`src/rtl/clock_mode_ctrl.sv`:
```
// Push-button mode/edit controller for the digital clock: debounced buttons drive
// display selection, a field-by-field time/date edit session and a one-cycle load request.
//
// state     | meaning
// TIME_DISP | showing hh:mm:ss
// DATE_DISP | showing date; up/down toggles year digits
// WEEK_DISP | showing weekday
// EDIT      | editing set_* field selected by edit_field
// COMMIT    | one cycle, load_req=1 with set_* stable
module clock_mode_ctrl #(
  parameter int DEBOUNCE_CYCLES = 1000000,
  parameter int BLINK_CYCLES    = 50000000
) (
  input  logic       clk,
  input  logic       rst_n,
  input  logic       mode_btn,
  input  logic       adjust_btn,
  input  logic       up_btn,
  input  logic       down_btn,
  input  logic [6:0] cur_year,
  input  logic [3:0] cur_month,
  input  logic [4:0] cur_day,
  input  logic [4:0] cur_hour,
  input  logic [5:0] cur_minute,
  input  logic [5:0] cur_second,
  output logic [6:0] set_year,
  output logic [3:0] set_month,
  output logic [4:0] set_day,
  output logic [4:0] set_hour,
  output logic [5:0] set_minute,
  output logic [5:0] set_second,
  output logic       load_req,
  output logic [1:0] display_sel,
  output logic       display_year,
  output logic       editing,
  output logic [2:0] edit_field,
  output logic [7:0] blink_mask
);

  localparam int DW = $clog2(DEBOUNCE_CYCLES + 1);
  localparam int BW = $clog2(BLINK_CYCLES + 1);

  typedef enum logic [2:0] {TIME_DISP, DATE_DISP, WEEK_DISP, EDIT, COMMIT} state_t;
  state_t state;

  // Button index: 3=adjust, 2=mode, 1=up, 0=down.
  logic [3:0]    btn_raw, sync1, sync2, level, level_d, press;
  logic [DW-1:0] db_cnt [4];

  assign btn_raw = {adjust_btn, mode_btn, up_btn, down_btn};

  always_ff @(posedge clk or negedge rst_n) begin
    if (!rst_n) begin
      sync1   <= 4'hF;
      sync2   <= 4'hF;
      level   <= 4'hF;
      level_d <= 4'hF;
      press   <= 4'h0;
      for (int i = 0; i < 4; i++) db_cnt[i] <= '0;
    end else begin
      sync1   <= btn_raw;
      sync2   <= sync1;
      level_d <= level;
      press   <= level_d & ~level;
      for (int i = 0; i < 4; i++) begin
        if (sync2[i] == level[i]) begin
          db_cnt[i] <= '0;
        end else if (db_cnt[i] == DW'(DEBOUNCE_CYCLES - 1)) begin
          level[i]  <= sync2[i];
          db_cnt[i] <= '0;
        end else begin
          db_cnt[i] <= db_cnt[i] + 1'b1;
        end
      end
    end
  end

  logic ev_adj, ev_mode, ev_up, ev_down, ev_step;
  assign ev_adj  = press[3];
  assign ev_mode = press[2] & ~press[3];
  assign ev_up   = press[1] & ~press[2] & ~press[3];
  assign ev_down = press[0] & ~press[1] & ~press[2] & ~press[3];
  assign ev_step = ev_up | ev_down;

  function automatic logic [4:0] days_in(input logic [3:0] m, input logic leap);
    case (m)
      4'd2:                    days_in = leap ? 5'd29 : 5'd28;
      4'd4, 4'd6, 4'd9, 4'd11: days_in = 5'd30;
      default:                 days_in = 5'd31;
    endcase
  endfunction

  logic [5:0] sec_adj, min_adj;
  logic [4:0] hour_adj, day_adj, dim_cur, dim_m, dim_y, day_m, day_y;
  logic [3:0] month_adj;
  logic [6:0] year_adj;
  logic [2:0] field_nxt;

  // ev_up selects the direction; these are only consumed on ev_up or ev_down.
  assign sec_adj   = ev_up ? ((set_second == 6'd59) ? 6'd0 : set_second + 6'd1)
                           : ((set_second == 6'd0) ? 6'd59 : set_second - 6'd1);
  assign min_adj   = ev_up ? ((set_minute == 6'd59) ? 6'd0 : set_minute + 6'd1)
                           : ((set_minute == 6'd0) ? 6'd59 : set_minute - 6'd1);
  assign hour_adj  = ev_up ? ((set_hour == 5'd23) ? 5'd0 : set_hour + 5'd1)
                           : ((set_hour == 5'd0) ? 5'd23 : set_hour - 5'd1);
  assign month_adj = ev_up ? ((set_month >= 4'd12) ? 4'd1 : set_month + 4'd1)
                           : ((set_month <= 4'd1) ? 4'd12 : set_month - 4'd1);
  assign year_adj  = ev_up ? ((set_year >= 7'd99) ? 7'd0 : set_year + 7'd1)
                           : ((set_year == 7'd0) ? 7'd99 : set_year - 7'd1);

  assign dim_cur = days_in(set_month, set_year[1:0] == 2'b00);
  assign dim_m   = days_in(month_adj, set_year[1:0] == 2'b00);
  assign dim_y   = days_in(set_month, year_adj[1:0] == 2'b00);
  assign day_adj = ev_up ? ((set_day >= dim_cur) ? 5'd1 : set_day + 5'd1)
                         : ((set_day <= 5'd1) ? dim_cur : set_day - 5'd1);
  assign day_m   = (set_day > dim_m) ? dim_m : set_day;
  assign day_y   = (set_day > dim_y) ? dim_y : set_day;

  assign field_nxt = (edit_field >= 3'd5) ? 3'd0 : edit_field + 3'd1;

  logic [BW-1:0] blink_cnt;
  logic          blink_off;

  always_ff @(posedge clk or negedge rst_n) begin
    if (!rst_n) begin
      state        <= TIME_DISP;
      edit_field   <= 3'd0;
      load_req     <= 1'b0;
      display_sel  <= 2'd0;
      display_year <= 1'b0;
      editing      <= 1'b0;
      set_year     <= 7'd0;
      set_month    <= 4'd1;
      set_day      <= 5'd1;
      set_hour     <= 5'd0;
      set_minute   <= 6'd0;
      set_second   <= 6'd0;
      blink_cnt    <= BW'(BLINK_CYCLES - 1);
      blink_off    <= 1'b0;
    end else begin
      load_req <= 1'b0;
      if (blink_cnt == '0) begin
        blink_cnt <= BW'(BLINK_CYCLES - 1);
        blink_off <= ~blink_off;
      end else begin
        blink_cnt <= blink_cnt - 1'b1;
      end

      case (state)
        TIME_DISP, DATE_DISP, WEEK_DISP: begin
          if (ev_adj) begin
            set_year     <= cur_year;
            set_month    <= cur_month;
            set_day      <= cur_day;
            set_hour     <= cur_hour;
            set_minute   <= cur_minute;
            set_second   <= cur_second;
            edit_field   <= 3'd0;
            state        <= EDIT;
            editing      <= 1'b1;
            display_sel  <= 2'd0;
            display_year <= 1'b0;
            blink_cnt    <= BW'(BLINK_CYCLES - 1);
            blink_off    <= 1'b0;
          end else if (ev_mode) begin
            display_year <= 1'b0;
            case (state)
              TIME_DISP: begin state <= DATE_DISP; display_sel <= 2'd1; end
              DATE_DISP: begin state <= WEEK_DISP; display_sel <= 2'd2; end
              default:   begin state <= TIME_DISP; display_sel <= 2'd0; end
            endcase
          end else if (ev_step && state == DATE_DISP) begin
            display_year <= ~display_year;
          end
        end
        EDIT: begin
          if (ev_adj) begin
            state    <= COMMIT;
            load_req <= 1'b1;
            editing  <= 1'b0;
          end else if (ev_mode) begin
            edit_field   <= field_nxt;
            display_sel  <= (field_nxt >= 3'd3) ? 2'd1 : 2'd0;
            display_year <= (field_nxt == 3'd5);
          end else if (ev_step) begin
            case (edit_field)
              3'd0: set_second <= sec_adj;
              3'd1: set_minute <= min_adj;
              3'd2: set_hour   <= hour_adj;
              3'd3: set_day    <= day_adj;
              3'd4: begin set_month <= month_adj; set_day <= day_m; end
              3'd5: begin set_year  <= year_adj;  set_day <= day_y; end
              default: ;
            endcase
          end
        end
        COMMIT: begin
          state        <= TIME_DISP;
          display_sel  <= 2'd0;
          display_year <= 1'b0;
        end
        default: state <= TIME_DISP;
      endcase
    end
  end

  always_comb begin
    blink_mask = 8'h00;
    if (editing && blink_off) begin
      case (edit_field)
        3'd0, 3'd3: blink_mask = 8'h03;
        3'd1, 3'd4: blink_mask = 8'h18;
        3'd2, 3'd5: blink_mask = 8'hC0;
        default:    blink_mask = 8'h00;
      endcase
    end
  end

endmodule

```
`config.mk`:
```
export PLATFORM = sky130hd
export DESIGN_NAME = clock_mode_ctrl
export DESIGN_NICKNAME = d
export VERILOG_FILES = /design/src/rtl/clock_mode_ctrl.sv
export SDC_FILE = /design/constraint.sdc
export NUM_CORES = 1
export LEC_CHECK = 0
export ABC_AREA = 0
export BUFFER_PORTS_ARGS = -buffer_cell sky130_fd_sc_hd__buf_2
export CORE_ASPECT_RATIO = 0.7
export CORE_MARGIN = 1
export CORE_UTILIZATION = 25
export DETAILED_ROUTE_END_ITERATION = 12
export MAX_ROUTING_LAYER = met4
export PLACE_DENSITY = 0.52
export SYNTH_ARGS = -nofsm -noshare
export SYNTH_HDL_FRONTEND = slang
export SYNTH_SLANG_ARGS = --single-unit
export TNS_END_PERCENT = 5
```
`constraint.sdc`:
```
create_clock -name clk -period 7.65 [get_ports clk]
set_clock_uncertainty 0.1 [all_clocks]
set_input_delay 1.9125 -clock clk [delete_from_list [all_inputs] [get_ports clk]]
set_output_delay 1.9125 -clock clk [all_outputs]
set_load 0.05 [all_outputs]
```
==> flow_summary.ini <==
[timing]
fin_crit_sh_pct = 53.62
fin_tns_setup_ns = 0
fin_crit_ns = 4.102
max_freq_mhz = 243.8
setup_viol = 0
timing_hold_violations_final = 0
relSlewSlack_pct = 41.62
tightest_slew_ns = 0.8757
rsz0062_at_grt = no
slew_violations = 0

[worst_setup_path]
slowest_stage = dfrtp_1
cp-end-kind = output pin
worstPathBufferInverterCount = 2
crit_path_start_kind = flop
cp_data_arrival_time_ns = 2.09
cp_top_family = buffers and inverters
setup.worst_path.class = flop to output pin
crit_fanout = 6
path_cells = inv_1 -> ha_1 -> nand2_1 -> a21oi_1 -> buf_2
critPathMaxStageDelay_ns = 0.44
worstPathRequired_ns = 5.64

[routing]
vias = 7705
post_drt_wl_per_cell_um = 14.12
wl_mm = 23.74
first_pass_iters = 5
drt-initial-drc-count = 539
postRouteAntennaNets = 0
drc = 0
vias_per_cell = 4.584

[global_route]
track_usage_pct = 12.61
grt_overflow = 0
grt_pass1_wl_mm = 38.96
grt_pass1_vias = 7203
antenna_found_initial = 0
grt_max_degree = 73

[clock_network]
cts_max_path_buffers = 2
clkLatencyLatePin_ns = 0.45
cts_inserted_buffers = 17
cts_max_level = 4
clk_pin_slew_ns = 0.07
hold_buffers = 0
post_cts_buffers = 0
clockRootBuffer = clkbuf_16
clock-sinks = 171
cts_tree = done
cts.repair.resized = 0

[power_and_ir_drop]
p_leak_nw = 4.662
peakVddDrop_v = 0.0001504
power_density_nw_per_um2 = 162.7

[floorplan]
initial_core_util_pct = 25.39
die-area_um2 = 39840
die_x_um = 238.2
die_y_um = 167.3
num_rows = 60
ioPinCount = 88
coreArea_um2 = 38440

[placement]
port_buffers = 85
gp_congestion = 0.8407
placed_cells = 1649
hpwl_mm = 16.85
place_area_um2 = 10690

[layout]
drive_gt1_share_pct = 16.55
final_cell_mix = nor2_1 (163), dfrtp_1 (135), nand2_1 (89)
diodes = 0
fillCellCount = 4128
finalNetCount = 1213
area_growth_pct = 15.31
instances_no_fill = 1681
layout_commonest_cell = nor2_1
final_cell_area_um2 = 11250

[synthesis]
yosysSeqAreaShare_pct = 44.31
synth.avg_cell_area_um2 = 9.036
ys_types = 70
synth_edf_count = 0
async_flop_share_pct = 100.0
syn_area_um2 = 9759
yosysWarnings = 0
ys.flop_type = dfrtp_1
syn_inst = 1080
synth_seq_cells = 171

[worst_hold_path]
hp-class = flop to flop

[status]
status = complete, no violations

[job]
cap_violations = 0
-- registers in the layout (all words and copies together), names as in the netlist, 2 cells and up --
name         flops
db_cnt          80
blink_cnt       26
set_year         7
set_minute       6
set_second       6
set_day          5
set_hour         5
level            4
level_d          4
press            4
set_month        4
sync1            4
sync2            4
edit_field       3
state            3
display_sel      2
-- cell type report --
cell class | count | area, um2 | share of cell area (%)
tap | 527 | 659.4 | 5.859
sequential | 171 | 4324 | 38.43
inverter | 37 | 138.9 | 1.234
multi-input combinational | 822 | 5081 | 45.15
clock buffer | 18 | 429.2 | 3.814
timing repair buffer | 92 | 484.2 | 4.303
clock inverter | 14 | 136.4 | 1.212
-- synth_stat cells, drive strengths merged (5+ instances only) --
cell type / instances / share of area, %
nor2: 164 / 6.3
dfrtp: 135 / 35
nand2: 89 / 3.4
xnor2: 67 / 6.0
o21ai: 56 / 2.9
nand3: 54 / 2.8
xor2: 52 / 4.7
a21oi: 39 / 2.0
clkbuf: 39 / 1.5
nor3: 38 / 2.0
inv: 37 / 1.4
dfstp: 36 / 9.7
ha: 33 / 4.2
nand4: 23 / 1.5
nor2b: 21 / 1.3
a31oi: 14 / 0.90
nor4: 14 / 1.1
and3: 12 / 0.77
buf: 12 / 0.82
mux2: 12 / 1.4
and2: 11 / 0.73
or3: 9 / 0.58
a211oi: 8 / 0.62
nand2b: 8 / 0.51
o211ai: 8 / 0.62
o221ai: 8 / 0.72
or2: 7 / 0.45
o31ai: 6 / 0.51
and4: 5 / 0.45
nand3b: 5 / 0.38
nor3b: 5 / 0.38
-- path summary, 6_finish.rpt --
kind / startpoint / to / slack, ns / cells after the start
worst max register to register: press[3] / set_day[1] / 3.76 / 12
min in group asynchronous: rst_n / set_day[4] / 1.31 / 1
max in group asynchronous: rst_n / db_cnt[33] / 4.84 / 2
worst min-delay path: sync1[2] / sync2[2] / 0.26 / 0
worst min register to register: sync1[2] / sync2[2] / 0.26 / 0
worst max-delay path: edit_field[1] / blink_mask[6] / 3.55 / 5
-- worst reg2reg max path: cells and delay by family (launching register included) --
kind                       cells  cell delay [ns]
adders and majority gates      1             0.27
AOI/OAI and AO/OA              8             1.76
and+or+nand+nor                2             0.92
DFF                            1             0.50
muxes                          1             0.23
-- stage by stage --
step           utilization (%)  hold WS (ns)  power (W)  setup WS [ns]
4_1_cts                  29.28        0.2574   0.001866          3.510
5_1_grt                  29.28        0.2610   0.001912          3.368
6_report                 29.28        0.2569   0.001831          3.548
3_5_place_dp             27.81        0.2475   0.001000          3.791
2_1_floorplan                -        0.2452  0.0009625          3.354
3_3_place_gp             27.81        0.2464  0.0009997          3.811
-- per-layer routing --
metal | GRT usage (%) | vias up | wire (um)
met1 | 18.41 | 3705 | 12550
met2 | 17.30 | 134 | 10140
met5 | - | - | 0
met3 | 2.506 | 13 | 808
met4 | 3.790 | 0 | 242
li1 | - | 3853 | -
-- where the power goes --
group | switching (W) | internal [W] | total [W]
registers | 0.00000740 | 0.000914 | 0.000922
logic | 0.0000421 | 0.0000177 | 0.0000599
clock network | 0.000393 | 0.000456 | 0.000849
total | 0.000443 | 0.00139 | 0.00183
-- cells by family after synthesis --
| group | after synthesis | share of synthesized area [%] |
|---|---|---|
| adders and majority gates | 33 | 4.231 |
| and+or+nand+nor | 476 | 23.71 |
| muxes | 15 | 1.692 |
| AOI/OAI and AO/OA | 177 | 11.60 |
| xor gates and xnor gates | 119 | 10.68 |
| buffers and inverters | 88 | 3.743 |
| DFF | 171 | 44.31 |
| other | 1 | 0.03842 |
(Power assumes the default switching activity.)
